**src/rtl/nibble_serial_sub64_if.sv**
```systemverilog
// Operand/result bundle for the nibble-serial 64-bit subtractor.
// V and its modport entries exist only when OVF_DETECT_EN is defined.
interface nibble_serial_sub64_if;
    logic        start;
    logic [63:0] A;
    logic [63:0] B;
    logic        Bin;
    logic        busy;
    logic        done;
    logic [63:0] D;
    logic        Bout;
`ifdef OVF_DETECT_EN
    logic        V;

    modport master (
        output start, A, B, Bin,
        input  busy, done, D, Bout, V
    );

    modport slave (
        input  start, A, B, Bin,
        output busy, done, D, Bout, V
    );
`else
    modport master (
        output start, A, B, Bin,
        input  busy, done, D, Bout
    );

    modport slave (
        input  start, A, B, Bin,
        output busy, done, D, Bout
    );
`endif
endinterface

```
**src/rtl/nibble_serial_sub64.sv**
```systemverilog
// 64-bit subtractor D = A - B - Bin using one 4-bit adder, one nibble per cycle (16 cycles).
// Optional signed-overflow output V is built only when OVF_DETECT_EN is defined.
module nibble_serial_sub64 (
    input  logic                  clk,
    input  logic                  rst_n,
    nibble_serial_sub64_if.slave  bus
);

    typedef enum logic [1:0] {StIdle, StBusy, StDone} state_e;

    state_e      state_q, state_d;
    logic [63:0] a_q, b_q, d_q;
    logic [3:0]  idx_q;
    logic        carry_q;
    logic        bout_q;
    logic        load, step, last;
    logic        busy, done;
    logic [5:0]  base;
    logic [3:0]  a_nib, b_nib;
    logic [4:0]  sum;

    always_comb begin
        state_d = state_q;
        load    = 1'b0;
        step    = 1'b0;
        busy    = 1'b0;
        done    = 1'b0;
        unique case (state_q)
            StIdle: begin
                if (bus.start) begin
                    load    = 1'b1;
                    state_d = StBusy;
                end
            end
            StBusy: begin
                busy = 1'b1;
                step = 1'b1;
                if (idx_q == 4'd15) state_d = StDone;
            end
            StDone: begin
                done = 1'b1;
                if (bus.start) begin
                    load    = 1'b1;
                    state_d = StBusy;
                end else begin
                    state_d = StIdle;
                end
            end
            default: state_d = StIdle;
        endcase
    end

    // Subtraction as A + ~B + carry; carry starts at ~Bin.
    always_comb begin
        base  = {idx_q, 2'b00};
        a_nib = a_q[base +: 4];
        b_nib = b_q[base +: 4];
        sum   = {1'b0, a_nib} + {1'b0, ~b_nib} + {4'b0000, carry_q};
        last  = (idx_q == 4'd15);
    end

    always_ff @(posedge clk or negedge rst_n) begin
        if (!rst_n) begin
            state_q <= StIdle;
        end else begin
            state_q <= state_d;
        end
    end

    always_ff @(posedge clk or negedge rst_n) begin
        if (!rst_n) begin
            a_q     <= '0;
            b_q     <= '0;
            d_q     <= '0;
            idx_q   <= '0;
            carry_q <= 1'b0;
            bout_q  <= 1'b0;
        end else if (load) begin
            a_q     <= bus.A;
            b_q     <= bus.B;
            d_q     <= '0;
            idx_q   <= '0;
            carry_q <= ~bus.Bin;
            bout_q  <= 1'b0;
        end else if (step) begin
            d_q[base +: 4] <= sum[3:0];
            carry_q        <= sum[4];
            idx_q          <= idx_q + 4'd1;
            if (last) bout_q <= ~sum[4];
        end
    end

`ifdef OVF_DETECT_EN
    logic v_q;

    // sum[3] on the last nibble is the final D[63].
    always_ff @(posedge clk or negedge rst_n) begin
        if (!rst_n) begin
            v_q <= 1'b0;
        end else if (load) begin
            v_q <= 1'b0;
        end else if (step && last) begin
            v_q <= (a_q[63] != b_q[63]) && (sum[3] != a_q[63]);
        end
    end

    assign bus.V = v_q;
`endif

    assign bus.busy = busy;
    assign bus.done = done;
    assign bus.D    = d_q;
    assign bus.Bout = bout_q;

endmodule

```
**src/flat_wrapper.sv**
```systemverilog
// flat-port wrapper written by rule: the top's interface ports become plain ports
module nibble_serial_sub64_flat 
  (clk, rst_n, bus_start, bus_A, bus_B, bus_Bin, bus_busy, bus_done, bus_D, bus_Bout);
  nibble_serial_sub64_if bus_i ();
  input  logic clk;
  input  logic rst_n;
  input wire logic [$bits(bus_i.start)-1:0] bus_start;
  input wire logic [$bits(bus_i.A)-1:0] bus_A;
  input wire logic [$bits(bus_i.B)-1:0] bus_B;
  input wire logic [$bits(bus_i.Bin)-1:0] bus_Bin;
  output wire logic [$bits(bus_i.busy)-1:0] bus_busy;
  output wire logic [$bits(bus_i.done)-1:0] bus_done;
  output wire logic [$bits(bus_i.D)-1:0] bus_D;
  output wire logic [$bits(bus_i.Bout)-1:0] bus_Bout;
  assign bus_i.start = bus_start;
  assign bus_i.A = bus_A;
  assign bus_i.B = bus_B;
  assign bus_i.Bin = bus_Bin;
  assign bus_busy = bus_i.busy;
  assign bus_done = bus_i.done;
  assign bus_D = bus_i.D;
  assign bus_Bout = bus_i.Bout;
  nibble_serial_sub64 u_core (.clk(clk), .rst_n(rst_n), .bus(bus_i));
endmodule
```
**config.mk**
```make
export PLATFORM = sky130hd
export DESIGN_NAME = nibble_serial_sub64_flat
export DESIGN_NICKNAME = d
export VERILOG_FILES = /design/src/rtl/nibble_serial_sub64_if.sv /design/src/rtl/nibble_serial_sub64.sv /design/src/flat_wrapper.sv
export SDC_FILE = /design/constraint.sdc
export NUM_CORES = 1
export LEC_CHECK = 0
export ABC_CLOCK_PERIOD_IN_PS = 4280
export CORE_ASPECT_RATIO = 0.7
export CORE_MARGIN = 2
export CORE_UTILIZATION = 50
export CTS_CLUSTER_DIAMETER = 50
export DETAILED_ROUTE_END_ITERATION = 10
export PLACE_DENSITY = 0.89
export SLEW_MARGIN = 20
export SYNTH_ARGS = -nofsm -noshare
export SYNTH_HDL_FRONTEND = slang
export SYNTH_SLANG_ARGS = --single-unit
export TNS_END_PERCENT = 20
```
**constraint.sdc**
```tcl
create_clock -name clk -period 4.28 [get_ports clk]
set_input_delay 0.428 -clock clk [delete_from_list [all_inputs] [get_ports clk]]
set_output_delay 0.428 -clock clk [all_outputs]
set_load 0.01 [all_outputs]
```
Word-level counts from Yosys, hierarchy flattened:

Index checks and enable logic that the tools add are counted.

* register bits: 200
* RAM bits: 0
* memory bits (read-only): 0
* memories: 0
* word-level logic and storage cells: 47
* output and inout port bits: 67
* bits in latches: 0

* equality and inequality tests: 5
* $lt $le $gt $ge: 0
* add/sub/neg operators: 4
* shifts and indexed selects: 4
* bitwise operators: 3
* reductions and logical operators: 6
* mux-type cells: 18
* $mul: 0
* divide/modulo/power cells: 0

Operators by type and width (count)
* 64-bit two-way mux: 2
* 64-bit by 7-bit variable part select with 4-bit output: 2
* 64-bit bitwise mux: 1
* 4-bit by 8-bit variable shift with 64-bit output (first input constant): 1
* 4-bit by 8-bit variable part select with 64-bit output: 1
* 1-bit two-way mux: 10
* 4-bit two-way mux: 2
* 6-bit negation with 8-bit output: 1
* 2-bit one-hot mux with 3 select lines: 1
* 4-bit by 4-bit adder with 5-bit output: 1
* 5-bit by 1-bit adder with 5-bit output: 1
* 4-bit by 1-bit adder with 4-bit output (second input constant): 1
* 4-bit == test (second input constant): 1
* 2-bit two-way mux: 2
* 4-bit inverter: 1
* 2-bit AND reduction: 2
* 2-bit nonzero test: 2
* 2-bit by 1-bit == test with 1-bit output (second input constant): 1
* 2-bit == test (second input constant): 1
* 2-bit zero test: 1
* 2-bit by 1-bit inequality test with 1-bit output (second input constant): 1
* 2-bit inequality test (second input constant): 1
* 1-bit inverter: 2
* 2-bit OR reduction: 1

Longest topological paths before layout:

* depth after elaboration: 8
* gate-level depth with buffers: 15
* gate-level depth less buffers: 11

Worst setup path before layout:

Ideal clock, no wire load.

* path kind: flip-flop to flip-flop
* start point: reg u_core.idx_q[0]
* end point: reg u_core.d_q[29] (netlist: u_core.bus.D[29])
* stages on the path, launching flop included: 16
* library setup time: 0.079 ns
* setup slack: 0.927 ns
* data required time: 4.201 ns
* clock period less this slack: 3.353 ns
* data arrival time: 3.273 ns
* cells stage by stage: dfrtp_1 buf_6 buf_12 buf_12 mux4_2 nand2_1 nand2_1 a21oi_2 fa_1 inv_1 fa_1 clkbuf_1 inv_1 or3_1 nand2b_1 mux2i_1

* longest elaborated chain between the ends: 8
* elaborated cells on any way between the ends: 11
* classes of those cells: add/sub: 3; shift: 4; mux: 3; bitwise: 1

Ends and longest elaborated chain
* start, declared: line nibble_serial_sub64.sv:13 `logic [3:0] idx_q;`
* start signal, assigned: line nibble_serial_sub64.sv:88 `idx_q <= idx_q + 4'd1;`
* 64-bit by 7-bit variable part select with 4-bit output: line nibble_serial_sub64.sv:57 `b_nib = b_q[base +: 4];`
* 4-bit inverter: line nibble_serial_sub64.sv:58 `sum = {1'b0, a_nib} + {1'b0, ~b_nib} + {4'b0000, carry_q};`
* 4-bit by 4-bit adder with 5-bit output: line nibble_serial_sub64.sv:58
* 5-bit by 1-bit adder with 5-bit output: line nibble_serial_sub64.sv:58
* 4-bit by 8-bit variable part select with 64-bit output: line nibble_serial_sub64.sv:86 `d_q[base +: 4] <= sum[3:0];`
* 64-bit bitwise mux (*): line nibble_serial_sub64.sv:86
* 64-bit two-way mux (*): line nibble_serial_sub64.sv:85 `end else if (step) begin`
* 64-bit two-way mux (*): line nibble_serial_sub64.sv:78 `end else if (load) begin`
* end signal, assigned by index: line nibble_serial_sub64.sv:86
* end, declared: line nibble_serial_sub64.sv:12 `logic [63:0] a_q, b_q, d_q;`

Mark *: on every way between the ends. The rest lies on a longest branch, timed or not. The select of a mux whose other input is x is not followed.
A chain may end at the register's enable or synchronous reset.

Final worst setup path:

Same ends and word-level chain as after synthesis.

==> flow_metrics.py <==
metrics = {
    "logic_synthesis": {
        "ys_seq_area_share_pct": 53.4,
        "synth_area_um2": 9360,
        "syn_inst": 969,
        "syn_area_per_cell_um2": 9.66,
        "synth_edf_count": 0,
        "async_flop_share_pct": 100,
        "synth_warnings": 0,
        "synth_ff_type": "dfrtp_1",
        "syn-num-nets": 1110,
        "ys_ff_latch": 200,
        "ys_types": 49,
    },
    "finish": {
        "n_antenna_cell": 0,
        "mostFrequentLayoutCell": "nand2_1",
        "utilization_pct": 67.0,
        "drive_above_1_share_pct": 8.41,
        "syn2layout_area_growth_pct": 29.9,
        "final_cell_mix": "nand2_1 (452), dfrtp_1 (198), clkdlybuf4s50_1 (197), mux2i_1 (48), nor2_1 (31)",
        "nNetsFinal": 1281,
        "fill_cells": 1341,
    },
    "clock_network": {
        "clockBufferDepth": 2,
        "clock_latency_ns": 0.44,
        "cts.sinks": 200,
        "htreeDepth": 4,
        "cts_hold_buf": 0,
        "ctsRootBufferMaster": "clkbuf_16",
        "cts_tree": "done",
        "clkTransAtPathRegs_ns": 0.07,
        "cts_resized": 0,
        "cts_setup_buffers": 0,
        "cts-buffers-inserted": 17,
    },
    "placement": {
        "place_ws_ns": 0.565,
        "dp_hpwl_mm": 17.6,
        "place.port_buffers": 198,
        "gp_congestion": 0.838,
    },
    "worst_setup_path": {
        "r2r_end": "u_core.bus.D[29]",
        "start_kind": "flop",
        "cp.arrival_ns": 4.08,
        "r2r_start": "u_core.idx_q[0]",
        "path_class": "reg -> reg",
        "crit_start": "u_core.idx_q[0]",
        "r2r_slack_ns": 0.55,
        "reg2reg_depth": 12,
        "crit_required_ns": 4.63,
        "cp-end-kind": "flop",
        "crit_end": "u_core.bus.D[29]",
        "worst-path-max-fanout": 15,
    },
    "sta": {
        "final.setup.tns_ns": 0,
        "fin_skew_ns": 0.0117,
        "hold_viol": 0,
        "setup_violations": 0,
        "slew_headroom_pct": 35.6,
        "setup_ws_ns": 0.549,
        "rsz0062_at_grt": "no",
        "period_minus_slack_ns": 3.73,
        "timing.hold.ws_ns": 0.128,
        "finalCritPeriodShare_pct": 87.2,
        "worst_slew_pin_slew_ns": 0.966,
        "max_freq_mhz": 268,
        "report.final.slew_viol_count": 0,
    },
    "detailed_routing": {
        "routed_via_density": 5.47,
        "post_drt_wl_per_cell_um": 18.0,
        "num_vias": 7595,
        "drc": 0,
        "wl_mm": 25.1,
        "antenna_left": 0,
        "drt_iter0_markers": 806,
        "first_pass_iters": 5,
    },
    "pwr": {
        "p_leak_nw": 5.82,
        "worst_ir_drop_vdd_v": 0.000647,
        "powerDensity_nw_per_um2": 791,
    },
    "grt": {
        "antenna_found_initial": 0,
        "grt_start_max_net_pins": 122,
        "overflow": 0,
        "grt_first_pass_wirelength_mm": 40.4,
        "track_usage_pct": 26.1,
        "grt_pass1_vias": 7558,
    },
    "floorplan": {
        "initial_core_util_pct": 51.6,
        "fp.dieH_um": 118,
        "die_w_um": 168,
        "coreArea_um2": 18200,
        "die_area_um2": 19900,
        "rows": 41,
        "io_pins": 199,
    },
    "min_path": {
        "hp-class": "in -> async",
    },
    "flow_run": {
        "maxCapViolations": 0,
    },
    "outcome": {
        "status": "finished, final reports clean",
    },
}
-- registers in the layout, summed over array words and instances, names as in the netlist --
register	flops
u_core.idx_q	4
u_core.bus.D	64
u_core.b_q	64
u_core.state_q	2
u_core.bus.Bout	1
u_core.carry_q	1
u_core.a_q	64
-- critical path: stages (launching register included) --
cell and delay, ns:
dfrtp_2 0.62, buf_12 0.23, mux4_2 0.50, nand2_1 0.08, nand2_1 0.08, a21oi_2 0.18, fa_1 0.21, inv_1 0.06
fa_1 0.79, inv_1 0.14, or3_1 0.41, nand2b_1 0.18, mux2i_1 0.17
-- metal layers --
metal  vias up  GRT usage (%)  wire length [um]
met2       337           39.4             11100
met4         0           5.98               365
met3        34           6.16              2050
met1      3714           38.6             11500
li1       3510              -                 -
met5         -              0                 0
-- final cells by class --
type                            instances  area [um2]  share of cell area [%]
Tap cell                              236         295                    2.43
Sequential cell                       200        5010                    41.2
Clock inverter                         12         189                    1.55
Clock buffer                           20         457                    3.75
Timing Repair Buffer                  213        2160                    17.7
Inverter                                7        26.3                   0.216
Multi-Input combinational cell        701        4040                    33.2
-- cells in the mapped netlist, types with 2 or more instances --
cell type  number  area (um2)
a211oi_1        8        60.1
a21oi_1        12        60.1
a21oi_2         4        35.0
and3_1          2        12.5
and4_1          2        17.5
buf_12          2        40.0
buf_2          13        65.1
buf_4           3        22.5
buf_6           3        33.8
clkbuf_1       39         146
dfrtp_1       200        5000
fa_1            2        40.0
ha_1            7        87.6
inv_1           7        26.3
mux2i_1        48         480
mux4_1          6         158
mux4_2         26         586
nand2_1       452        1700
nand2b_1       11        68.8
nand3_1        23         115
nand3_2         5        50.1
nand4_1         2        12.5
nor2_1         31         116
nor2_2          2        12.5
nor2_4          2        22.5
nor2b_1         7        43.8
o211ai_1        2        15.0
o21a_1          2        15.0
o21ai_0        23         115
o21ai_1         3        15.0
xnor2_1         2        17.5
-- cell families (layout without fill, tap and decap cells) --
family	Yosys count	after routing	synth area share [%]
buffers and inverters	68	252	3.61
adder cells (fa/ha/maj)	9	9	1.36
AND/OR/NAND/NOR	547	547	24.0
flip-flops	200	200	53.4
AO/OA/AOI/OAI	61	61	4.09
multiplexers	80	80	13.1
XOR/XNOR	4	4	0.454
-- worst min-delay path by stage --
| stage | endpoint | slack, ns | depth (start not counted) | from |
|---|---|---|---|---|
| 2_1_floorplan | u_core.a_q[0] | 0.13 | 0 | rst_n |
| 3_3_place_gp | u_core.b_q[13] | 0.45 | 2 | u_core.b_q[13] |
| 3_5_place_dp | u_core.b_q[45] | 0.46 | 2 | u_core.b_q[45] |
| 4_1_cts | u_core.a_q[1] | 0.18 | 1 | rst_n |
| 5_1_grt | u_core.a_q[15] | 0.21 | 1 | rst_n |
| 6_report | u_core.a_q[15] | 0.13 | 1 | rst_n |
-- power by group --
group	switching, mW	leakage, nW	internal (mW)
Combinational	2.69	2.94	1.96
Sequential	0.560	2.57	2.66
Clock	0.736	0.311	1.02
Total	3.99	5.82	5.64
-- stage by stage --
step | total power [mW] | cell area [um2] | std cells
2_1_floorplan | 6.11 | 9360 | 969
3_3_place_gp | 7.56 | 11500 | 1356
3_5_place_dp | 7.75 | 11500 | 1356
4_1_cts | 9.56 | 12100 | 1388
5_1_grt | 10.2 | 12200 | 1389
6_report | 9.63 | 12200 | 1389
(Power assumes the default switching activity.)
